File: config.mk
export PLATFORM = sky130hd
export DESIGN_NAME = scarv_cop_lsu
export DESIGN_NICKNAME = d
export VERILOG_FILES = /design/src/rtl/scarv_cop_lsu.sv
export SDC_FILE = /design/constraint.sdc
export NUM_CORES = 1
export LEC_CHECK = 0
export BUFFER_PORTS_ARGS = -buffer_cell sky130_fd_sc_hd__buf_2
export CAP_MARGIN = 20
export CORE_UTILIZATION = 35
export CTS_BUF_LIST = sky130_fd_sc_hd__clkbuf_8 sky130_fd_sc_hd__clkbuf_16
export CTS_CLUSTER_SIZE = 12
export DETAILED_ROUTE_END_ITERATION = 8
export PLACE_DENSITY = 0.64
export SLEW_MARGIN = 30
export SYNTH_ARGS = -nofsm -noshare
export SYNTH_HDL_FRONTEND = slang
export SYNTH_SLANG_ARGS = --single-unit
File: constraint.sdc
create_clock -name g_clk -period 11.4 [get_ports g_clk]
set_clock_uncertainty 0.1 [all_clocks]
set_input_delay 1.14 -clock g_clk [delete_from_list [all_inputs] [get_ports g_clk]]
set_output_delay 1.14 -clock g_clk [all_outputs]
set_load 0.01 [all_outputs]
File: src/rtl/scarv_cop_lsu.sv
// scarv_cop_lsu -- load/store unit of the crypto co-processor.
//
// Executes byte, halfword and word accesses, plus multi-beat scatter/gather
// accesses (byte: 4 beats, half: 2 beats), on the COP memory port. Results are
// returned over a valid/ack handshake. All request fields are latched when the
// request is accepted; every memory-side output and the response are registered.
//
// Ports:
//   g_clk, g_reset         clock, synchronous active-high reset
//   lsu_req / lsu_req_ack  request valid / accepted this cycle (req && idle)
//   lsu_store, lsu_size    direction, access size (0 byte, 1 half, 2 word)
//   lsu_sg, lsu_offsets    scatter/gather enable and per-beat offsets
//   lsu_addr, lsu_wdata    base byte address, store data
//   lsu_abort              abort the in-flight operation
//   lsu_rsp_valid/_ack     response handshake
//   lsu_rdata, lsu_result  load data, status (0 ok, 1 misaligned, 2 bus, 3 illegal)
//   cop_mem_*              memory port (cen/wen/addr/wdata/ben out, rdata/stall/error in)
module scarv_cop_lsu #(
   parameter logic GATHER_EN = 1'b1
) (
   input  logic        g_clk,
   input  logic        g_reset,
   input  logic        lsu_req,
   output logic        lsu_req_ack,
   input  logic        lsu_store,
   input  logic [1:0]  lsu_size,
   input  logic        lsu_sg,
   input  logic [31:0] lsu_addr,
   input  logic [31:0] lsu_offsets,
   input  logic [31:0] lsu_wdata,
   input  logic        lsu_abort,
   output logic        lsu_rsp_valid,
   input  logic        lsu_rsp_ack,
   output logic [31:0] lsu_rdata,
   output logic [2:0]  lsu_result,
   output logic        cop_mem_cen,
   output logic        cop_mem_wen,
   output logic [31:0] cop_mem_addr,
   output logic [31:0] cop_mem_wdata,
   input  logic [31:0] cop_mem_rdata,
   output logic [3:0]  cop_mem_ben,
   input  logic        cop_mem_stall,
   input  logic        cop_mem_error
);

   typedef enum logic [1:0] {ST_IDLE = 2'd0, ST_ACCESS = 2'd1, ST_RESP = 2'd2} state_t;

   state_t      state_q, state_d;
   logic        store_q, store_d, sg_q, sg_d, abort_q, abort_d;
   logic [1:0]  size_q, size_d, beat_q, beat_d;
   logic [31:0] base_q, base_d, offs_q, offs_d, data_q, data_d;
   logic        rsp_valid_q, rsp_valid_d, cen_q, cen_d, wen_q, wen_d;
   logic [31:0] rdata_q, rdata_d, mem_addr_q, mem_addr_d, mem_wdata_q, mem_wdata_d;
   logic [2:0]  result_q, result_d;
   logic [3:0]  ben_q, ben_d;

   logic        req_illegal_s, req_misaligned_s, abort_now_s, beat_done_s;
   logic [31:0] ba0_s, cur_ba_s;

   // Index of the final beat: 0 for plain accesses, 3 for sg bytes, 1 for sg halves.
   function automatic logic [1:0] last_beat(input logic sg, input logic [1:0] size);
      logic [1:0] r;
      if (!sg)                r = 2'd0;
      else if (size == 2'd0)  r = 2'd3;
      else                    r = 2'd1;
      return r;
   endfunction

   // Byte address of beat idx (base plus zero-extended offset, wrapping).
   function automatic logic [31:0] beat_addr(input logic [31:0] base, input logic [31:0] offs,
                                             input logic sg, input logic [1:0] size,
                                             input logic [1:0] idx);
      logic [31:0] off;
      if (!sg)               off = 32'd0;
      else if (size == 2'd0) off = {24'd0, offs[{idx, 3'b000} +: 8]};
      else                   off = {16'd0, offs[{idx[0], 4'b0000} +: 16]};
      return base + off;
   endfunction

   function automatic logic misaligned(input logic [1:0] size, input logic [31:0] a);
      logic r;
      case (size)
         2'd1:    r = a[0];
         2'd2:    r = (a[1:0] != 2'b00);
         default: r = 1'b0;
      endcase
      return r;
   endfunction

   function automatic logic [3:0] beat_ben(input logic [1:0] size, input logic [31:0] a);
      logic [3:0] r;
      case (size)
         2'd0:    r = 4'b0001 << a[1:0];
         2'd1:    r = a[1] ? 4'b1100 : 4'b0011;
         default: r = 4'b1111;
      endcase
      return r;
   endfunction

   // Store lane replicated across the bus so it lands on whichever lane ben selects.
   function automatic logic [31:0] beat_wdata(input logic [1:0] size, input logic sg,
                                              input logic [31:0] data, input logic [1:0] idx);
      logic [7:0]  b;
      logic [15:0] h;
      logic [31:0] r;
      b = sg ? data[{idx, 3'b000} +: 8] : data[7:0];
      h = sg ? data[{idx[0], 4'b0000} +: 16] : data[15:0];
      case (size)
         2'd0:    r = {4{b}};
         2'd1:    r = {2{h}};
         default: r = data;
      endcase
      return r;
   endfunction

   // Selected lane of the read bus, zero-extended to bit 0.
   function automatic logic [31:0] lane_data(input logic [1:0] size, input logic [31:0] rd,
                                             input logic [31:0] a);
      logic [31:0] r;
      case (size)
         2'd0:    r = {24'd0, rd[{a[1:0], 3'b000} +: 8]};
         2'd1:    r = {16'd0, (a[1] ? rd[31:16] : rd[15:0])};
         default: r = rd;
      endcase
      return r;
   endfunction

   // Gathered beats land in their own byte/half slot; plain loads replace the result.
   function automatic logic [31:0] merge_load(input logic [31:0] acc, input logic sg,
                                              input logic [1:0] size, input logic [1:0] idx,
                                              input logic [31:0] lane);
      logic [31:0] r;
      r = acc;
      if (!sg)               r = lane;
      else if (size == 2'd0) r[{idx, 3'b000} +: 8] = lane[7:0];
      else                   r[{idx[0], 4'b0000} +: 16] = lane[15:0];
      return r;
   endfunction

   // Request classification: every beat address is checked before anything is issued.
   always_comb begin
      req_illegal_s    = (lsu_size == 2'd3) | (lsu_sg & (lsu_size == 2'd2)) | (lsu_sg & ~GATHER_EN);
      req_misaligned_s = 1'b0;
      for (int i = 0; i < 4; i++) begin
         req_misaligned_s = req_misaligned_s |
            ((2'(i) <= last_beat(lsu_sg, lsu_size)) &
             misaligned(lsu_size, beat_addr(lsu_addr, lsu_offsets, lsu_sg, lsu_size, 2'(i))));
      end
      ba0_s = beat_addr(lsu_addr, lsu_offsets, lsu_sg, lsu_size, 2'd0);
   end

   // Next-state and registered-output logic of the IDLE/ACCESS/RESP machine.
   always_comb begin
      state_d = state_q;   store_d = store_q;   sg_d = sg_q;         abort_d = abort_q;
      size_d = size_q;     beat_d = beat_q;     base_d = base_q;     offs_d = offs_q;
      data_d = data_q;     rsp_valid_d = rsp_valid_q;                rdata_d = rdata_q;
      result_d = result_q; cen_d = cen_q;       wen_d = wen_q;       ben_d = ben_q;
      mem_addr_d = mem_addr_q;                  mem_wdata_d = mem_wdata_q;

      cur_ba_s    = beat_addr(base_q, offs_q, sg_q, size_q, beat_q);
      abort_now_s = abort_q | lsu_abort;
      beat_done_s = cen_q & ~cop_mem_stall;

      case (state_q)
         ST_IDLE: begin
            if (lsu_req) begin
               store_d = lsu_store;  size_d = lsu_size;   sg_d = lsu_sg;
               base_d = lsu_addr;    offs_d = lsu_offsets; data_d = lsu_wdata;
               beat_d = 2'd0;        abort_d = 1'b0;      rdata_d = 32'd0;    result_d = 3'd0;
               if (req_illegal_s) begin
                  state_d = ST_RESP;  rsp_valid_d = 1'b1;  result_d = 3'd3;
               end else if (req_misaligned_s) begin
                  state_d = ST_RESP;  rsp_valid_d = 1'b1;  result_d = 3'd1;
               end else begin
                  // Beat 0 is issued straight from the request so it appears next cycle.
                  state_d     = ST_ACCESS;
                  cen_d       = 1'b1;
                  wen_d       = lsu_store;
                  mem_addr_d  = {ba0_s[31:2], 2'b00};
                  ben_d       = beat_ben(lsu_size, ba0_s);
                  mem_wdata_d = beat_wdata(lsu_size, lsu_sg, lsu_wdata, 2'd0);
               end
            end else begin
               state_d = ST_IDLE;
            end
         end
         ST_ACCESS: begin
            if (beat_done_s) begin
               cen_d = 1'b0;
               wen_d = 1'b0;
               if (abort_now_s) begin
                  state_d = ST_IDLE;  abort_d = 1'b0;
               end else if (cop_mem_error) begin
                  state_d = ST_RESP;  rsp_valid_d = 1'b1;  result_d = 3'd2;
               end else if (beat_q == last_beat(sg_q, size_q)) begin
                  rdata_d = merge_load(rdata_q, sg_q, size_q, beat_q, lane_data(size_q, cop_mem_rdata, cur_ba_s));
                  state_d = ST_RESP;  rsp_valid_d = 1'b1;  result_d = 3'd0;
               end else begin
                  rdata_d = merge_load(rdata_q, sg_q, size_q, beat_q, lane_data(size_q, cop_mem_rdata, cur_ba_s));
                  beat_d  = beat_q + 2'd1;
               end
            end else if (cen_q) begin
               // Stalled: everything on the bus holds; only remember an abort.
               abort_d = abort_now_s;
            end else if (abort_now_s) begin
               state_d = ST_IDLE;  abort_d = 1'b0;
            end else begin
               // Inter-beat gap cycle: issue the next beat.
               cen_d       = 1'b1;
               wen_d       = store_q;
               mem_addr_d  = {cur_ba_s[31:2], 2'b00};
               ben_d       = beat_ben(size_q, cur_ba_s);
               mem_wdata_d = beat_wdata(size_q, sg_q, data_q, beat_q);
            end
         end
         ST_RESP: begin
            if (lsu_rsp_ack | lsu_abort) begin
               state_d = ST_IDLE;  rsp_valid_d = 1'b0;
            end else begin
               rsp_valid_d = 1'b1;
            end
         end
         default: begin
            state_d = ST_IDLE;  rsp_valid_d = 1'b0;  cen_d = 1'b0;  wen_d = 1'b0;
         end
      endcase
   end

   // State and output registers with synchronous reset.
   always_ff @(posedge g_clk) begin
      if (g_reset) begin
         state_q <= ST_IDLE;  store_q <= 1'b0;  sg_q <= 1'b0;      abort_q <= 1'b0;
         size_q <= 2'd0;      beat_q <= 2'd0;   base_q <= 32'd0;   offs_q <= 32'd0;
         data_q <= 32'd0;     rsp_valid_q <= 1'b0;                 rdata_q <= 32'd0;
         result_q <= 3'd0;    cen_q <= 1'b0;    wen_q <= 1'b0;     ben_q <= 4'd0;
         mem_addr_q <= 32'd0; mem_wdata_q <= 32'd0;
      end else begin
         state_q <= state_d;  store_q <= store_d;  sg_q <= sg_d;        abort_q <= abort_d;
         size_q <= size_d;    beat_q <= beat_d;    base_q <= base_d;    offs_q <= offs_d;
         data_q <= data_d;    rsp_valid_q <= rsp_valid_d;               rdata_q <= rdata_d;
         result_q <= result_d; cen_q <= cen_d;     wen_q <= wen_d;      ben_q <= ben_d;
         mem_addr_q <= mem_addr_d; mem_wdata_q <= mem_wdata_d;
      end
   end

   assign lsu_req_ack   = lsu_req & (state_q == ST_IDLE);
   assign lsu_rsp_valid = rsp_valid_q;
   assign lsu_rdata     = rdata_q;
   assign lsu_result    = result_q;
   assign cop_mem_cen   = cen_q;
   assign cop_mem_wen   = wen_q;
   assign cop_mem_addr  = mem_addr_q;
   assign cop_mem_wdata = mem_wdata_q;
   assign cop_mem_ben   = ben_q;

endmodule

---- Word level (Yosys, flattened, before mapping) ----
Index checks and enable logic that the tools add are counted.
cells by class
  add/subtract/negate cells ............... 8
  multiply operators ...................... 0
  divide/modulo/power cells ............... 0
  order comparisons ....................... 4
  eq/ne operators ......................... 23
  shifts and indexed selects .............. 13
  muxes and demuxes ....................... 130
  bitwise gates (word level) .............. 15
  reduce and logical (&&, ||, !) cells .... 18
operators with widths
  operator                                                                  count
  32-bit 2-to-1 mux                                                         31
  32-bit case mux with 2 select lines                                       6
  32-bit bitwise mux                                                        4
  16-bit 2-to-1 mux                                                         6
  32-bit by 6-bit variable part select with 8-bit output                    3
  16-bit by 7-bit variable part select with 32-bit output                   2
  32-bit by 6-bit variable part select with 16-bit output                   2
  8-bit by 7-bit variable part select with 32-bit output                    2
  2-bit 2-to-1 mux                                                          30
  32-bit by 16-bit adder with 32-bit output                                 1
  32-bit adder                                                              1
  4-bit 2-to-1 mux                                                          8
  16-bit by 7-bit variable shift with 32-bit output (first input constant)  1
  8-bit by 7-bit variable shift with 32-bit output (first input constant)   1
  1-bit 2-to-1 mux                                                          25
  4-bit case mux with 2 select lines                                        3
  2-bit inequality test (second input constant)                             10
  3-bit 2-to-1 mux                                                          5
  3-bit inequality test (second input constant)                             5
  5-bit AND reduction                                                       3
  5-bit negator with 7-bit output                                           2
  6-bit AND reduction                                                       2
  1-bit case mux with 2 select lines                                        5
  2-bit nonzero test                                                        5
  21 further kinds                                                          48
storage, ports and cells
  bits in registers ....................... 211
  latch bits .............................. 0
  bits in writable memories ............... 0
  memory bits (read-only) ................. 0
  input port bits ......................... 139
  output and inout bits ................... 107
  logic and storage cells ................. 228
  memories ................................ 0

---- Longest topological paths before layout ----
  depth in word-level cells ............... 22
  gate-level depth with buffers ........... 19

---- Least setup slack after synthesis ----
No wires, ideal clock.
  path type ............................... input port to flip-flop
  start ................................... input port lsu_size[1]
  end ..................................... register mem_addr_q[22], in the netlist cop_mem_addr[22]
  data arrival time ....................... 4.134 ns
  data required time ...................... 11.178 ns
  path slack .............................. 7.044 ns
  stages .................................. 17
  cells stage by stage .................... clkbuf_1 -> inv_1 -> ha_1 -> clkbuf_1 -> nor2b_1 -> and2_1 -> ha_1 -> clkbuf_1 -> nand2_1 -> o211ai_1 -> a21o_1 -> a21oi_1 -> nand2_1 -> and3_1 -> xor2_1 -> o21ai_0 -> a21oi_1
on the way
  longest elaborated chain between the ends .. 12
  elaborated cells on any way between the ends .. 45
  those cells by class .................... 4 x add/sub; 4 x order compare; 5 x eq/ne; 18 x mux; 9 x bitwise; 5 x reduce/logical
ends and longest elaborated chain
  element                                                                             RTL line  text
  start, declared                                                                     26        input logic [1:0] lsu_size,
  branches (longest 12 deep; another with 32-bit by 16-bit adder with 32-bit output)  --
  end signal, assigned                                                                242       mem_addr_q <= mem_addr_d; mem_wdata_q <= mem_wdata_d;
  end, declared                                                                       53        logic [31:0] rdata_q, rdata_d, mem_addr_q, mem_addr_d, mem_wdata_q, mem_wdata_d;
Several ways; the timed one is not identified. The select of a mux whose other input is x is not followed.
A chain may end at the register's enable or synchronous reset.

---- Worst setup path after layout ----
  start ................................... register beat_q[0]
  end ..................................... register rdata_q[26], in the netlist lsu_rdata[26]
on the way
  longest elaborated chain between the ends .. 20
  elaborated cells on any way between the ends .. 40
  those cells by class .................... 3 x add/sub; 1 x eq/ne; 9 x shift; 27 x mux
ends and longest elaborated chain
  element                                                                                                                            RTL line  text
  start, declared                                                                                                                    50        logic [1:0] size_q, size_d, beat_q, beat_d;
  start signal, assigned                                                                                                             239       size_q <= size_d; beat_q <= beat_d; base_q <= base_d; offs_q <= offs_d;
  32-bit by 6-bit variable part select with 16-bit output or 32-bit by 6-bit variable part select with 8-bit output (tied branches)  76, 75
  16-bit 2-to-1 mux                                                                                                                  75        else if (size == 2'd0) off = {24'd0, offs[{idx, 3'b000} +: 8]};
  16-bit 2-to-1 mux                                                                                                                  74        if (!sg) off = 32'd0;
  32-bit adder                                                                                                                       77        return base + off;
  32-bit by 6-bit variable part select with 8-bit output or 16-bit 2-to-1 mux (tied branches)                                        121, 122
  32-bit case mux with 2 select lines                                                                                                120       case (size)
  32-bit 2-to-1 mux                                                                                                                  195       end else if (beat_q == last_beat(sg_q, size_q)) begin
  32-bit 2-to-1 mux                                                                                                                  193       end else if (cop_mem_error) begin
  (+4 left out)                                                                                                                      --
  32-bit bitwise mux (on tied branches)                                                                                              136, 135
  32-bit 2-to-1 mux                                                                                                                  135       else if (size == 2'd0) r[{idx, 3'b000} +: 8] = lane[7:0];
  32-bit 2-to-1 mux                                                                                                                  134       if (!sg) r = lane;
  32-bit 2-to-1 mux *                                                                                                                195
  32-bit 2-to-1 mux *                                                                                                                193
  32-bit 2-to-1 mux *                                                                                                                191       if (abort_now_s) begin
  32-bit 2-to-1 mux *                                                                                                                188       if (beat_done_s) begin
  32-bit case mux with 2 select lines *                                                                                              164       case (state_q)
  end signal, assigned                                                                                                               240       data_q <= data_d; rsp_valid_q <= rsp_valid_d; rdata_q <= rdata_d;
  end, declared                                                                                                                      53
Every way passes the cells marked *; elsewhere a longest branch is shown, timed or not. The select of a mux whose other input is x is not followed.

==> results.txt <==
The count of max-cap constraint violations is 0. The maximum clock rate is 203 MHz. The width of the die came out at 191 um. Among all flip-flop cells after synthesis, the most frequent one is dfxtp_1.

The cell sitting at the root of the clock tree is a clkbuf_16. The HPWL after detailed placement is 31.5 mm. The maximum number of pins on one net before global-route repair came out at 121. The global placer's final weighted congestion is 0.955. The worst setup path is launched from a flip-flop. The number of warnings reported in the yosys synthesis log is 0.

Clock-pin slew was measured on the worst setup and hold paths at 0.06 ns. The first-pass GRT wire length came out at 67.1 mm. In this run the deepest clock path goes through 3 buffers. The number of storage elements in the synthesis netlist came out at 208. Excluding fillers, the count of instances in the completed layout stands at 2294. The share of final-layout standard cells stronger than drive strength 1 is 0.196.

The count of final max-slew check failures came out at 0. Overall power consumption after layout is estimated at 2320 uW. The signal arrival time at the worst endpoint is 5.21 ns.

The worst-margin pin slew came out at 0.978 ns. The power spent charging and discharging nets came out at 781 uW. At the placement stage, the worst setup path has a slack of 5.94 ns.

The number of setup violations in the final report is 0. The sum of overflow across all layers after global routing came out at 0. The dominant cell type by count on the critical path is nor2_1.

The total iterations of the first detailed-routing run is 8. The synthesized area per cell came out at 7.63 um2. The power density over cell area is 156 nW/um2. The via count normalized by instance count is 5.65. Of the total power, registers draw 0.372. The master of the slowest instance on the critical path is dfxtp_2. The total DRC errors in the routed layout came out at 0.

The later pin in the worst-skew pair is clocked with a latency of 0.54 ns. The number of library cell types mapped by synthesis came out at 72. The floorplan die area is 36600 um2. The placeable core region came out at 34900 um2. In this run the number of H-tree levels came out at 1.

After floorplanning, the core was divided into 68 placement rows. The share of total power dissipated in combinational logic is 0.254. The run finished with clean final reports.

The filler cell count in the final layout came out at 3526. The minimum period implied by the final worst setup slack is 4.92 ns. The post-route fraction of the period consumed by the critical path is 0.432. Of all cell types, the one taking the most synthesized area is dfxtp_1. The worst setup path is of the reg -> reg kind. The number of antenna violations at the first check in global routing came out at 4. The routed length per placed instance came out at 19.2 um. Wires add up to 43.9 mm.

The fraction of the yosys area taken by sequential cells is 0.332. The detailed router finished its first iteration with 1183 violations. The cell leakage power is 0.00628 uW. In this run, CTS created clock tree buffers numbering 26. The worst setup path is captured at a flip-flop. The placed standard-cell area came out at 14000 um2. The cell count after placement came out at 2243. Gates resized during post-CTS repair numbered 0. Yosys instantiated no cell more often than nand2_1. Summing all non-filler instances in the final layout gives an area of 14900 um2. The die extent in y came out at 191 um. In this run the worst hold path is classified as reg -> reg.

The area added between synthesis and finish came out at 18.8%. The final hold violation count came out at 0. VDD sags by at most 0.0977 mV. Adding up every negative setup slack in the final design gives 0 ns. The relative slew slack is 0.348. In the post-route analysis, the smallest setup slack over all paths is 6.48 ns. The number of instances in the synthesized netlist came out at 1643.

The number of hold-repair buffers added at the cts stage is 0. The total routing usage reported by global routing is 0.232. The number of setup buffers added after CTS is 0. The switching power as a share of total power is 0.337. The sequential cells in the finished layout cover a total of 4170 um2. Sorting the synthesized cells by area gives the leading types as dfxtp_1, a21oi_1, nand2_1. The number of primary I/O pins came out at 246. The post-detailed-route count of antenna-violating nets came out at 0.

Summing every instance area after synthesis gives 12500 um2. The share of synthesized area in the top cell type comes to 0.332. TritonCTS built the clock tree.

The proportion of register bits with asynchronous set or reset after synthesis came out at 0. The count of input and output buffers is 242. The via count of the first global-routing pass came out at 11.6k. The biggest cell delay along the critical path is 0.65 ns. The critical path required time came out at 11.68 ns. In the final layout, the multi-input gates occupy 7840 um2. In the synthesized netlist, the cells that appear most often are nand2_1, a21oi_1, dfxtp_1, nor2_1, clkbuf_1. The net count reported at finish is 2003. The slack of the worst reg-to-reg path came out at 6.48 ns. The starting density of the core is 0.359. Setup repair after global routing left no endpoint under its margin. The total number of clock tree sinks is 208. The total number of vias is 13.0k. The internal power of the cells totals 1540 uW. The largest fanout on the critical path is 24.

The count of flip-flops with a built-in enable after synthesis came out at 0. The critical path goes through buf_4 > mux4_2 > o211a_1 > ha_1 > inv_1 > fa_1 > nand2_1 > o22ai_1 > nor2_1 > a21oi_1 > nor2_1 > a21oi_1 > o221ai_1 > a22oi_1 > nor2_1. The part of the total power dissipated in the clock network came out at 0.374.
## registers in the layout (all words and copies together) (netlist names), 2 cells and up
| name | cells |
|---|---|
| offs_q | 32 |
| lsu_result | 2 |
| base_q | 32 |
| size_q | 2 |
| state_q | 2 |
| data_q | 32 |
| cop_mem_wdata | 32 |
| cop_mem_addr | 30 |
| lsu_rdata | 32 |
| beat_q | 2 |
| cop_mem_ben | 4 |
## area by class of cell
| type | instances | share of cell area |
|---|---|---|
| antenna | 3 | 0.000504 |
| clock buffer | 33 | 0.0509 |
| clock inverter | 15 | 0.0101 |
| inverter | 24 | 0.00614 |
| multi-input combinational | 1303 | 0.527 |
| sequential | 208 | 0.280 |
| tap | 455 | 0.0383 |
| timing repair buffer | 253 | 0.0876 |
## cells by family after synthesis
kind of cell               share of synthesized area
AOI/OAI and AO/OA                              0.252
xor gates and xnor gates                      0.0384
adders and majority gates                     0.0491
buffers and inverters                         0.0455
DFF                                            0.332
muxes                                         0.0702
other                                       0.000299
and+or+nand+nor                                0.212
## final timing paths
kind,end,cells past startpoint,from
setup / recovery,lsu_rdata[26],15,beat_q[0]
hold / removal,lsu_result[1],2,lsu_result[1]
setup reg to reg,lsu_rdata[26],15,beat_q[0]
hold reg to reg,lsu_result[1],2,lsu_result[1]
## layer usage
| layer | GRT usage | part of all wire | wire length, um |
|---|---|---|---|
| met1 | 0.322 | 0.44 | 19300 |
| met2 | 0.367 | 0.45 | 19700 |
| met3 | 0.0340 | 0.086 | 3770 |
| met4 | 0.0742 | 0.027 | 1190 |
| met5 | 0 | 0.00034 | 15 |
## cells in the final DEF (no fill, tap or decap), types with 19 or more instances in the layout
cell type / n
nand2_1: 325
buf_2: 241
xor2_1: 20
a221oi_1: 19
nor3_1: 34
nand2b_1: 21
mux2i_1: 35
nor2_1: 143
dfxtp_1: 206
nand3_1: 22
xnor2_1: 35
a22oi_1: 52
inv_1: 26
ha_1: 46
a21oi_1: 250
clkbuf_16: 27
o21ai_0: 63
## worst max-delay path, delay by kind of cell, from the launching register on
| family | cells | cell delay (ns) |
|---|---|---|
| adder cells (fa/ha/maj) | 2 | 0.80 |
| flip-flops | 1 | 0.65 |
| multiplexers | 1 | 0.55 |
| AND/OR/NAND/NOR | 4 | 0.69 |
| AO/OA/AOI/OAI | 6 | 1.41 |
| buffers and inverters | 2 | 0.55 |
## power by group through the flow
stage               Combinational, uW  Clock, uW  Sequential, uW
global route                      648        912             870
CTS                               583        883             861
finish                            588        866             863
detailed placement                581          0             876
floorplan                         377          0             871
global placement                  572          0             875
## per-stage QoR
| step | hold WS [ns] | utilization |
|---|---|---|
| after floorplan | 0.337 | - |
| after global placement | 0.339 | 0.400 |
| after detailed placement | 0.343 | 0.400 |
| after CTS | 0.353 | 0.426 |
| after global routing | 0.378 | 0.427 |
| final | 0.351 | 0.427 |
Note: power is estimated with default switching activity, not from simulation.
